File: config.mk
export PLATFORM = sky130hd
export DESIGN_NAME = rx_bit_deser
export DESIGN_NICKNAME = d
export VERILOG_FILES = /design/src/rtl/rx_pkg.sv /design/src/rtl/sync_2ff.sv /design/src/rtl/rx_bit_deser.sv
export SDC_FILE = /design/constraint.sdc
export NUM_CORES = 1
export LEC_CHECK = 0
export BUFFER_PORTS_ARGS = -buffer_cell sky130_fd_sc_hd__clkbuf_2
export CAP_MARGIN = 20
export CORE_MARGIN = 1
export CORE_UTILIZATION = 57
export CTS_CLUSTER_DIAMETER = 30
export DETAILED_ROUTE_END_ITERATION = 7
export GPL_ROUTABILITY_DRIVEN = 1
export PLACE_DENSITY = 0.78
export SLEW_MARGIN = 25
export SYNTH_ARGS = -nofsm -noshare
export SYNTH_HDL_FRONTEND = slang
export SYNTH_HIERARCHICAL = 1
export SYNTH_SLANG_ARGS = --single-unit
File: constraint.sdc
create_clock -name clk -period 2.1 [get_ports clk]
set_clock_uncertainty 0.15 [all_clocks]
set_input_delay 0.105 -clock clk [delete_from_list [all_inputs] [get_ports clk]]
set_output_delay 0.105 -clock clk [all_outputs]
set_load 0.05 [all_outputs]
File: src/rtl/rx_pkg.sv
// Shared types and constants for the receive-side bit deserialiser.
package rx_pkg;

    typedef enum logic [2:0] {
        S_IDLE,
        S_START,
        S_DATA,
        S_STOP,
        S_WAIT_HIGH
    } rx_state_t;

    localparam logic [1:0] PH_SAMPLE   = 2'd2;
    localparam logic [1:0] PH_BOUNDARY = 2'd0;
    localparam int         RX_DATA_W   = 8;

endpackage

File: src/rtl/sync_2ff.sv
// Two-flop synchroniser for asynchronous inputs, reset value chosen per use
// so an idle-high line does not look like activity coming out of reset.
module sync_2ff #(
    parameter int                WIDTH     = 1,
    parameter logic [WIDTH-1:0]  RESET_VAL = '0
) (
    input  logic             clk,
    input  logic             reset_n,
    input  logic [WIDTH-1:0] d,
    output logic [WIDTH-1:0] q
);

    logic [WIDTH-1:0] meta;

    always_ff @(posedge clk or negedge reset_n) begin
        if (!reset_n) begin
            meta <= RESET_VAL;
            q    <= RESET_VAL;
        end else begin
            meta <= d;
            q    <= meta;
        end
    end

endmodule

File: src/rtl/rx_bit_deser.sv
// 8N1 receiver driven by a quarter-bit baud generator: start detection with
// generator re-alignment, mid-bit sampling, framing error and bus-idle report.
module rx_bit_deser
    import rx_pkg::*;
#(
    parameter int IDLE_BITS = 10
) (
    input  logic                 clk,
    input  logic                 reset_n,
    input  logic                 rx,
    input  logic [1:0]           baud_cnt,
    input  logic                 baud_inc,
    output logic                 baud_sync,
    output logic [RX_DATA_W-1:0] data,
    output logic                 data_valid,
    output logic                 frame_err,
    output logic                 busy,
    output logic                 bus_idle
);

    localparam logic [8:0] IDLE_LIM = 9'(IDLE_BITS);

    logic                 rx_s;
    logic                 rx_d;
    logic                 fall;
    logic                 mid_bit;
    logic                 bit_edge;
    rx_state_t            state;
    logic [2:0]           bit_idx;
    logic [RX_DATA_W-1:0] shift_reg;
    logic [7:0]           idle_cnt;

    sync_2ff #(
        .WIDTH     (1),
        .RESET_VAL (1'b1)
    ) u_rx_sync (
        .clk     (clk),
        .reset_n (reset_n),
        .d       (rx),
        .q       (rx_s)
    );

    always_ff @(posedge clk or negedge reset_n) begin
        if (!reset_n) begin
            rx_d <= 1'b1;
        end else begin
            rx_d <= rx_s;
        end
    end

    assign fall     = rx_d & ~rx_s;
    assign mid_bit  = baud_inc && (baud_cnt == PH_SAMPLE);
    assign bit_edge = baud_inc && (baud_cnt == PH_BOUNDARY);

    always_ff @(posedge clk or negedge reset_n) begin
        if (!reset_n) begin
            state      <= S_IDLE;
            bit_idx    <= 3'd0;
            shift_reg  <= '0;
            idle_cnt   <= 8'd0;
            baud_sync  <= 1'b0;
            data       <= '0;
            data_valid <= 1'b0;
            frame_err  <= 1'b0;
            busy       <= 1'b0;
            bus_idle   <= 1'b0;
        end else begin
            baud_sync  <= 1'b0;
            data_valid <= 1'b0;
            frame_err  <= 1'b0;
            if (state != S_IDLE) begin
                idle_cnt <= 8'd0;
            end

            case (state)
                S_IDLE: begin
                    if (fall) begin
                        baud_sync <= 1'b1;
                        bus_idle  <= 1'b0;
                        idle_cnt  <= 8'd0;
                        busy      <= 1'b1;
                        state     <= S_START;
                    end else if (!rx_s) begin
                        idle_cnt <= 8'd0;
                    end else if (bit_edge) begin
                        if (idle_cnt != 8'hFF) begin
                            idle_cnt <= idle_cnt + 8'd1;
                        end
                        if (({1'b0, idle_cnt} + 9'd1) >= IDLE_LIM) begin
                            bus_idle <= 1'b1;
                        end
                    end
                end

                // The generator is being zeroed while baud_sync is high, so any
                // phase it reports in that cycle is stale.
                S_START: begin
                    if (mid_bit && !baud_sync) begin
                        if (rx_s) begin
                            busy  <= 1'b0;
                            state <= S_IDLE;
                        end else begin
                            bit_idx <= 3'd0;
                            state   <= S_DATA;
                        end
                    end
                end

                S_DATA: begin
                    if (mid_bit) begin
                        shift_reg <= {rx_s, shift_reg[RX_DATA_W-1:1]};
                        bit_idx   <= bit_idx + 3'd1;
                        if (bit_idx == 3'd7) begin
                            state <= S_STOP;
                        end
                    end
                end

                // Returning to IDLE mid-stop-bit lets a start edge in the
                // second half of the stop bit begin the next frame.
                S_STOP: begin
                    if (mid_bit) begin
                        busy <= 1'b0;
                        if (rx_s) begin
                            data       <= shift_reg;
                            data_valid <= 1'b1;
                            state      <= S_IDLE;
                        end else begin
                            frame_err <= 1'b1;
                            state     <= S_WAIT_HIGH;
                        end
                    end
                end

                S_WAIT_HIGH: begin
                    if (rx_s) begin
                        state <= S_IDLE;
                    end
                end

                default: begin
                    busy  <= 1'b0;
                    state <= S_IDLE;
                end
            endcase
        end
    end

endmodule

==> metrics.md, run 1 <==
| Metric | Value |
|---|---|
| RSZ-0062 raised after global routing | `false` |
| Final hold violation count | `0` |
| # diodes | `0` |
| Initial antenna violation count | `0` |
| Fmax | `0.519 GHz` |
| Pins over their slew limit | `0` |
| Max-cap violations | `0` |
| Measured slew at the worst slew-check pin | `0.806 ns` |
| CTS sink count | `38` |
| Die area | `3330 sq um` |
| Clk root buf | `clkbuf_4` |
| Outcome | `finished, violations left` |
| Startpoint Class | `flop` |
| Number of flops mapped to enable cells by yosys | `0` |
| LEAKAGE | `0.963 nW` |
| Syn Inst Count | `146` |
| DP HPWL | `2230 um` |
| Finished Cell Area | `1960 sq um` |
| Clk buf depth | `2` |
| Minimum hold slack | `0.0383 ns` |
| CTS tree | `yes` |
| Worst-path fanout max | `8` |
| Commonest non-fill, non-tap cells in the layout | `dfrtp_1 (35), clkbuf_2 (17), mux2_2 (15)` |
| Total track usage | `0.224` |
| Placed instance area | `1850 sq um` |
| Worst endpoint required time | `2.20 ns` |
| Total grt overflow | `0` |
| Share of the yosys chip area belonging to registers | `0.540` |
| Routed vias | `1229` |
| Sequential fraction of design power | `0.531` |
| DR iter-0 viols | `100` |
| # setup viols final | `0` |
| PwrDens | `879 nW/um^2` |
| Async set-reset flop share out of synthesis | `1.00` |
| Vias in the first global route | `1143` |
| Met3 Usage GRT | `0.0402` |
| Post-DRT Antenna Nets | `0` |
| Period utilisation layout | `0.918` |
| Post-Syn Nets | `156` |
| Core Footprint | `2850 sq um` |
| Die Ht | `57.7 um` |
| GPL Wtd Cong | `0.824` |
| Share of layout cells above drive strength 1 | `0.299` |
| Clk pwr share | `0.298` |
| Worst skew pair latency | `0.35 ns` |
| Clock transition at the registers of the reported paths | `0.11 ns` |
| Fill cells | `216` |
| Internal power | `1.19 mW` |
| WS Path Type | `flop to flop` |
| Total CTS buffers | `5` |
| Die W | `57.7 um` |
| Syn Area/Cell | `12.1 sq um` |
| GR Layer Usage met1 | `0.279` |
| Final non-filler cell total | `198` |
| First-pass GRT wire length | `5420 um` |
| Switching power | `0.526 mW` |
| Fin Setup TNS | `0 ns` |
| Synthesis warning total | `6` |
| Wire per inst | `16.4 um` |
| H-tree depth | `2` |
| Min Tclk post-route | `1.93 ns` |
| Placement row count | `19` |
| Vias per std cell | `6.21` |
| Io pins | `19` |
| Slew headroom | `0.463` |
| Switch share | `0.306` |
| Mapped cell area | `1770 sq um` |
| Yosys reg bits | `38` |
| Setup crit end kind | `flop` |
| Overall Power | `1.72 mW` |
| DRC viols | `1` |
| GR Util met2 | `0.367` |
| Logic gate share of total power | `0.170` |
| Unique masters post-synth | `41` |
| Layout Nets | `177` |
| Highest ir drop seen on vdd | `453 uV` |
| Drt pass-1 iters | `6` |
| Failing checks | `design-rule violations` |
| Initial core utilization | `0.620` |
| Commonest non-fill, non-tap cell in the layout | `dfrtp_1` |
| WP data arrival | `2.02 ns` |
| # port buffers | `18` |
| Hold WC Path Type | `input port to flop` |
| Area Overhead vs Synth | `10.5%` |
| Global route hottest layer | `met2` |
| Total wire length | `3240 um` |
| Top_reg_cell synth | `dfrtp_1` |
| Largest net degree at the start of global routing | `39` |
| Placed cells | `189` |
| Reg2reg setup slack | `0.17 ns` |
power groups by stage:
| stage | Sequential, mW | Clock, mW | Combinational (mW) |
|---|---|---|---|
| finish | 0.914 | 0.513 | 0.293 |
| global route | 0.929 | 0.536 | 0.332 |
| CTS | 0.912 | 0.518 | 0.296 |
| global placement | 0.916 | 0 | 0.284 |
| detailed placement | 0.925 | 0 | 0.291 |
| floorplan | 0.923 | 0 | 0.223 |
final cells by class:
class	count	area, sq um	area share
flip-flops and latches	38	955	0.488
multi-input cells	96	744	0.381
repair buffers	21	118	0.0601
clock buffers	6	51.3	0.0262
well taps	31	38.8	0.0198
clock inverters	1	30.0	0.0154
inverters	5	18.8	0.00960
worst paths after layout:
check | start | endpoint | cells past startpoint
worst min register to register | u_rx_sync/meta | u_rx_sync/q | 0
worst max-delay path | idle_cnt[0] | bus_idle | 5
worst min-delay path | baud_cnt[0] | idle_cnt[1] | 4
min in group asynchronous | reset_n | idle_cnt[5] | 2
worst max register to register | idle_cnt[0] | bus_idle | 5
max in group asynchronous | reset_n | shift_reg[2] | 2
critical path, cell delays in order (launching register included):
cell,delay [ns]
dfrtp_1,0.43
ha_1,0.28
nand4_1,0.31
a211oi_1,0.30
o221ai_1,0.14
a22o_1,0.21
repair_timing:
item	4_1_cts	5_1_grt
hold buffers	2	0
hold endpoints to repair	36	0
buffers inserted	0	0
resized for setup	0	0
kinds of logic (layout without fill, tap and decap cells):
kind of cell,after synthesis,after routing,share of synthesized area
adder cells (fa/ha/maj),4,4,0.0283
multiplexers,17,17,0.110
AND/OR/NAND/NOR,42,42,0.151
AO/OA/AOI/OAI,27,27,0.103
XOR/XNOR,6,6,0.0297
buffers and inverters,12,33,0.0396
flip-flops,38,38,0.540
routing by layer:
layer | share of wire | wire, um
met1 | 0.41 | 1340
met2 | 0.51 | 1650
met3 | 0.046 | 148
met4 | 0.031 | 99
met5 | 0 | 0
synthesized netlist by cell type (3+ instances only):
cell type   n  share of area
nand2_1     5          0.011
o211ai_1    3          0.013
o21ai_0     6          0.017
dfstp_2     3          0.045
mux2_2     15          0.095
nor3_1      3         0.0085
buf_4       4          0.017
nor2_1     10          0.021
and3_1      3          0.011
a21oi_1     7          0.020
xor2_1      5          0.025
dfrtp_1    35           0.50
a211oi_1    3          0.013
inv_1       5          0.011
nor4bb_1    3          0.017
ha_1        4          0.028
metrics by stage:
| step | setup WS (ns) | util |
|---|---|---|
| after floorplan | 0.377 | - |
| after global placement | 0.300 | 0.650 |
| after detailed placement | 0.179 | 0.650 |
| after CTS | 0.166 | 0.686 |
| after global routing | 0.0188 | 0.686 |
| final | 0.172 | 0.686 |
Power figures use the tool's default switching activity.
==> run 2: changes to the inputs <==
ABC_AREA = 1   (was not set)
PLACE_DENSITY = 0.83   (was 0.78)
clock period = 2.2 ns   (was 2.1 ns; I/O delays follow)
==> run 2 against run 1 <==
  * The flow now finishes without violations
  * Synthesized cell count increased by 49%
  * Global-route usage decreased by 0.41 points
  * Die area increased by 1.7%
  * Sequential share of layout area decreased by 3.1 points
  * Maximum frequency increased by 10%
  * Worst hold slack got worse by 0.019 ns
  * Count of clock-buffer cells in the layout unchanged
  * Critical endpoint is now idle_cnt[4]
  * Largest cell class unchanged
  * Largest power group unchanged
==> metrics.md, run 2 <==
| Metric | Value |
|---|---|
| Outcome | `finished clean (was finished, violations left)` |
| Dominant cell by count in the synthesized netlist | `nand2_1 (was dfrtp_1)` |
| Layout Nets | `255 (was 177)` |
| DP HPWL | `2290 um (was 2230 um)` |
| Hold path startpoint | `baud_cnt[0] (unchanged)` |
| Clk root buf | `clkbuf_4 (unchanged)` |
| Pre-CTS setup slack | `0.460 ns (was 0.179 ns)` |
| Top_reg_cell synth | `dfrtp_1 (unchanged)` |
| Post-DRT Antenna Nets | `0 (unchanged)` |
| Routed vias | `1396 (was 1229)` |
| Die W | `58.2 um (was 57.7 um)` |
| Post-Syn Nets | `228 (was 156)` |
| # setup viols final | `0 (unchanged)` |
| Number of flops mapped to enable cells by yosys | `0 (unchanged)` |
| Hold path depth | `4 (unchanged)` |
| Routed length on met1 | `1540 um (was 1340 um)` |
| First-pass GRT wire length | `5460 um (was 5420 um)` |
| Total wire length | `3190 um (was 3240 um)` |
| Die Ht | `58.2 um (was 57.7 um)` |
| Vias in the first global route | `1279 (was 1143)` |
| Share of layout cells above drive strength 1 | `0.159 (was 0.299)` |
| Final hold violation count | `0 (unchanged)` |
| Minimum hold slack | `0.0189 ns (was 0.0383 ns)` |
| RSZ-0062 raised after global routing | `false (unchanged)` |
| Placement row count | `20 (was 19)` |
| Worst endpoint required time | `2.29 ns (was 2.20 ns)` |
| Top cells by count, synth | `nand2_1 (53), inv_1 (37), dfrtp_1 (35) (was dfrtp_1 (35), mux2_2 (15), nor2_1 (10))` |
| Worst Hold Path EP | `idle_cnt[7] (was idle_cnt[1])` |
| Clk buf depth | `2 (unchanged)` |
| Initial antenna violation count | `0 (unchanged)` |
| Worst reg2reg path depth | `8 (was 5)` |
| Reg2reg setup slack | `0.45 ns (was 0.17 ns)` |
| Core Footprint | `3030 sq um (was 2850 sq um)` |
| H-tree depth | `2 (unchanged)` |
| Worst skew pair latency | `0.35 ns (about the same)` |
| Clock transition at the registers of the reported paths | `0.11 ns (about the same)` |
| R2r startpoint | `idle_cnt[0] (unchanged)` |
| Ranking of synthesized cells by area | `dfrtp_1 (49%), nand2_1 (11%), inv_1 (7.7%) (was dfrtp_1 (50%), mux2_2 (9.5%), dfstp_2 (4.5%))` |
| Initial core utilization | `0.595 (was 0.620)` |
| CTS sink count | `38 (unchanged)` |
| Syn Area/Cell | `8.26 sq um (was 12.1 sq um)` |
| Fmax | `0.572 GHz (was 0.519 GHz)` |
| WS Path Type | `flop to flop (unchanged)` |
| # port buffers | `18 (unchanged)` |
| Min Tclk post-route | `1.75 ns (was 1.93 ns)` |
| Io pins | `19 (unchanged)` |
| DRC viols | `0 (was 1)` |
| Vias per std cell | `4.81 (was 6.21)` |
| Hold WC Path Type | `input port to flop (unchanged)` |
| Async set-reset flop share out of synthesis | `1.00 (unchanged)` |
| Total CTS buffers | `5 (unchanged)` |
| Largest area contributor in the netlist | `dfrtp_1 (unchanged)` |
| Startpoint Class | `flop (unchanged)` |
| Period utilisation layout | `0.795 (was 0.918)` |
| Wire per inst | `11.0 um (was 16.4 um)` |
| # diodes | `0 (unchanged)` |
| Postcts setup bufs | `0 (unchanged)` |
| Slack of the critical path | `0.451 ns (was 0.172 ns)` |
| Measured slew at the worst slew-check pin | `0.883 ns (was 0.806 ns)` |
| Largest net degree at the start of global routing | `39 (unchanged)` |
| Slew headroom | `0.411 (was 0.463)` |
| Pins over their slew limit | `0 (unchanged)` |
| Worst-path fanout max | `10 (was 8)` |
| Commonest non-fill, non-tap cell in the layout | `nand2_1 (was dfrtp_1)` |
| Yosys reg bits | `38 (unchanged)` |
| Mapped cell area | `1800 sq um (was 1770 sq um)` |
| Max-cap violations | `0 (unchanged)` |
| Share of the synthesized area in the top cell type | `0.486 (was 0.495)` |
| Met3 WL | `81 um (was 148 um)` |
| Fin Setup TNS | `0 ns (unchanged)` |
| Die area | `3390 sq um (was 3330 sq um)` |
| GPL Wtd Cong | `0.892 (was 0.824)` |
| Launch point of the worst path | `idle_cnt[0] (unchanged)` |
| WP data arrival | `1.84 ns (was 2.02 ns)` |
| Total track usage | `0.220 (was 0.224)` |
| Syn Inst Count | `218 (was 146)` |
| Detail Route met2 WL | `1490 um (was 1650 um)` |
| Top Metal Used | `met4 (unchanged)` |
| Synthesis warning total | `6 (unchanged)` |
| Area Overhead vs Synth | `15.9% (was 10.5%)` |
| LEAKAGE | `1.08 nW (was 0.963 nW)` |
| PwrDens | `1180 nW/um^2 (was 879 nW/um^2)` |
| Share of the yosys chip area belonging to registers | `0.530 (was 0.540)` |
| Highest ir drop seen on vdd | `798 uV (was 453 uV)` |
| Total grt overflow | `0 (unchanged)` |
| DR iter-0 viols | `79 (was 100)` |
| Drt pass-1 iters | `4 (was 6)` |
| Setup crit end kind | `flop (unchanged)` |
| Reg-to-Reg End | `idle_cnt[4] (was bus_idle)` |
| Unique masters post-synth | `26 (was 41)` |
| CTS tree | `yes (unchanged)` |
| Commonest non-fill, non-tap cells in the layout | `nand2_1 (53), inv_1 (37), dfrtp_1 (35) (was dfrtp_1 (35), clkbuf_2 (17), mux2_2 (15))` |
run 2: changes by cell type after synthesis, moves of 4 or more:
cell and delta:
a21oi_1 +8, inv_1 +32, mux2_2 -15, nand2_1 +48, nand3_1 +4, nor2_1 +12
o21ai_0 +13, xor2_1 -5
run 2: worst max-delay path by stage:
stage,end,cells after the start,slack [ns]
after floorplan,idle_cnt[4],8,0.58
after global placement,idle_cnt[4],8,0.51
after detailed placement,idle_cnt[5],8,0.46
after CTS,idle_cnt[2],8,0.44
after global routing,idle_cnt[5],8,0.29
final,idle_cnt[4],8,0.45
run 2: critical path: stages, from the launching register on:
cell      delay [ns]
dfrtp_1         0.44
ha_1            0.23
nand2_2         0.09
nor2_4          0.13
nand3_2         0.10
o21ai_4         0.23
inv_4           0.10
o211ai_2        0.14
inv_1           0.05
run 2: timing repair:
action	in CTS	in global routing
hold endpoints to repair	37	0
hold buffers	4	0
gates resized for setup	0	0
run 2: cell type report:
| type | instances | area (sq um) |
|---|---|---|
| Sequential cell | 38 | 955 |
| Inverter | 38 | 145 |
| Timing Repair Buffer | 23 | 138 |
| Fill cell | 238 | 941 |
| Clock buffer | 6 | 51.3 |
| Multi-Input combinational cell | 139 | 683 |
| Clock inverter | 2 | 60.1 |
| Tap cell | 44 | 55.1 |
run 2: stage by stage:
step | cells | power [mW] | area, sq um | util
floorplan | 218 | 1.66 | 1800 | -
global placement | 278 | 1.84 | 1940 | 0.639
detailed placement | 278 | 1.87 | 1940 | 0.639
CTS | 290 | 2.49 | 2090 | 0.689
global route | 290 | 2.63 | 2090 | 0.689
finish | 290 | 2.47 | 2090 | 0.689
run 2: per-layer routing:
layer,vias to the layer above,track usage
met4,0,0.112
met2,17,0.335
met5,-,0
met1,631,0.297
li1,740,-
met3,8,0.0469
run 2: power breakdown:
| part | switching (mW) | leakage [nW] | internal (mW) |
|---|---|---|---|
| clock network | 0.226 | 0.0585 | 0.385 |
| registers | 0.118 | 0.480 | 0.895 |
| logic | 0.626 | 0.546 | 0.219 |
| total | 0.970 | 1.08 | 1.50 |
run 2: kinds of logic (layout without fill, tap and decap cells):
group           count (synthesis)  count (layout)  share of synthesized area
simple gates                   93              93                      0.220
compound gates                 42              42                      0.131
fa+ha+maj                       4               4                     0.0278
flops                          38              38                      0.530
buf+inv                        41              69                     0.0903
==> run 3: changes to the inputs <==
clock period = 1.8 ns   (was 2.2 ns; I/O delays follow)
==> run 3 against run 2 <==
  * Count of clock-buffer cells in the layout grew 2
  * Sequential power grew 23%
  * First-iteration DRC count shrank 42%
  * Sequential share of layout area shrank 0.54 points
  * Sequential cell count is the same
  * Final area grew 1.3%
  * Utilization grew 0.91 points
  * Via count grew 0.86%
  * Critical path type unchanged
  * Highest routed layer unchanged
==> metrics.md, run 3 (synthesis results as in run 2) <==
| Metric | Value |
|---|---|
| Wire per inst | `10.7 um (was 11.0 um)` |
| Worst-path fanout max | `10 (unchanged)` |
| # diodes | `0 (unchanged)` |
| Core Footprint | `3030 sq um (unchanged)` |
| Largest net degree at the start of global routing | `20 (was 39)` |
| Commonest non-fill, non-tap cells in the layout | `nand2_1 (53), inv_1 (37), dfrtp_1 (34) (was nand2_1 (53), inv_1 (37), dfrtp_1 (35))` |
| Sequential fraction of design power | `0.458 (was 0.410)` |
| CTS sink count | `38 (unchanged)` |
| GPL Wtd Cong | `0.861 (was 0.892)` |
| Clock transition at the registers of the reported paths | `0.10 ns (was 0.11 ns)` |
| Die Ht | `58.2 um (unchanged)` |
| # setup viols final | `0 (unchanged)` |
| Fmax | `0.590 GHz (was 0.572 GHz)` |
| Share of layout cells above drive strength 1 | `0.182 (was 0.159)` |
| Routed vias | `1408 (was 1396)` |
| Die W | `58.2 um (unchanged)` |
| Worst skew pair latency | `0.34 ns (was 0.35 ns)` |
| RSZ-0062 raised after global routing | `false (unchanged)` |
| Fin Setup TNS | `0 ns (unchanged)` |
| First-pass GRT wire length | `5110 um (was 5460 um)` |
| WP data arrival | `1.77 ns (was 1.84 ns)` |
| Vias in the first global route | `1241 (was 1279)` |
| DP HPWL | `2330 um (was 2290 um)` |
| Area Overhead vs Synth | `17.4% (was 15.9%)` |
| H-tree depth | `2 (unchanged)` |
| Hold WC Path Type | `input port to flop (unchanged)` |
| Startpoint Class | `flop (unchanged)` |
| Placed cells | `284 (was 278)` |
| Die area | `3390 sq um (unchanged)` |
| Drt pass-1 iters | `4 (unchanged)` |
| Clk buf depth | `2 (unchanged)` |
| Final Util | `0.698 (was 0.689)` |
| Clk root buf | `clkbuf_4 (unchanged)` |
| Post-DRT Antenna Nets | `0 (unchanged)` |
| Overall Power | `2.71 mW (was 2.47 mW)` |
| Clk pwr share | `0.152 (was 0.247)` |
| Vias per std cell | `4.74 (was 4.81)` |
| LEAKAGE | `1.09 nW (was 1.08 nW)` |
| Worst endpoint required time | `1.88 ns (was 2.29 ns)` |
| DRC viols | `0 (unchanged)` |
| Final non-filler cell total | `297 (was 290)` |
| PwrDens | `1280 nW/um^2 (was 1180 nW/um^2)` |
| Total track usage | `0.207 (was 0.220)` |
| Measured slew at the worst slew-check pin | `0.434 ns (was 0.883 ns)` |
| Placed instance area | `1980 sq um (was 1940 sq um)` |
| Highest ir drop seen on vdd | `783 uV (was 798 uV)` |
| Max-cap violations | `0 (unchanged)` |
| WS Path Type | `flop to flop (unchanged)` |
| Total wire length | `3170 um (was 3190 um)` |
| Slew headroom | `0.711 (was 0.411)` |
| DR iter-0 viols | `46 (was 79)` |
| Finished Cell Area | `2110 sq um (was 2090 sq um)` |
| CTS tree | `yes (unchanged)` |
| Layout Nets | `262 (was 255)` |
| Min Tclk post-route | `1.70 ns (was 1.75 ns)` |
| Placement row count | `20 (unchanged)` |
| Initial antenna violation count | `0 (unchanged)` |
| Final hold violation count | `0 (unchanged)` |
| Switching power | `1.17 mW (was 0.970 mW)` |
| Io pins | `19 (unchanged)` |
| Outcome | `finished clean (unchanged)` |
| Commonest non-fill, non-tap cell in the layout | `nand2_1 (unchanged)` |
| Period utilisation layout | `0.942 (was 0.795)` |
| Logic gate share of total power | `0.391 (was 0.342)` |
| Switch share | `0.433 (was 0.393)` |
| # port buffers | `18 (unchanged)` |
| Setup crit end kind | `flop (unchanged)` |
| Pins over their slew limit | `0 (unchanged)` |
| Initial core utilization | `0.595 (unchanged)` |
| Total grt overflow | `0 (unchanged)` |
| Internal power | `1.54 mW (was 1.50 mW)` |
| Total CTS buffers | `5 (unchanged)` |
[run 3: power by group through the flow]
stage	clock network (mW)	logic [mW]	registers [mW]
6_report	0.411	1.06	1.24
5_1_grt	0.451	1.16	1.27
2_1_floorplan	0	0.430	1.60
4_1_cts	0.425	1.06	1.24
3_5_place_dp	0	1.05	1.26
3_3_place_gp	0	1.02	1.25
[run 3: worst paths after layout]
| kind | from | end | slack (ns) | cells past startpoint |
|---|---|---|---|---|
| min in group asynchronous | reset_n | bus_idle | 0.05 | 2 |
| worst min-delay path | baud_cnt[0] | state[2] | 0.04 | 4 |
| worst min register to register | u_rx_sync/meta | u_rx_sync/q | 0.21 | 0 |
| max in group asynchronous | reset_n | rx_d | 0.87 | 3 |
| worst max-delay path | idle_cnt[4] | idle_cnt[2] | 0.10 | 7 |
| worst max register to register | idle_cnt[4] | idle_cnt[2] | 0.10 | 7 |
[run 3: cell type report]
type | count | area [sq um]
Clock buffer | 8 | 48.8
Timing Repair Buffer | 30 | 194
Tap cell | 44 | 55.1
Sequential cell | 38 | 956
Fill cell | 227 | 913
Multi-Input combinational cell | 139 | 716
Inverter | 38 | 145
[run 3: layer usage]
metal	vias to the layer above	share of wire	wire length, um	GRT usage
met5	-	0	0	0
met4	0	0.016	51	0.116
met3	4	0.044	138	0.0670
met2	28	0.46	1470	0.307
met1	627	0.48	1500	0.270
li1	749	-	-	-
[run 3: timing repair]
action                                 in CTS  in global routing
hold buffers                                4                  0
endpoints found under the hold margin      39                  0
setup endpoints to repair                   0                  3
resized for setup                           0                  6
buffers inserted                            0                  1
[run 3: critical path, stage by stage, from the launching register on]
cell     delay, ns
dfrtp_1       0.43
nand2_1       0.18
nor2_4        0.18
nand3_4       0.09
o21ai_4       0.24
inv_4         0.10
o21ai_1       0.15
a21oi_1       0.06
[run 3: per-stage QoR]
step,hold WS [ns],setup WS [ns]
6_report,0.0356,0.105
3_5_place_dp,-0.100,0.110
3_3_place_gp,-0.0957,0.143
4_1_cts,0.0219,0.0532
2_1_floorplan,-0.356,0.178
5_1_grt,0.0694,0.00757
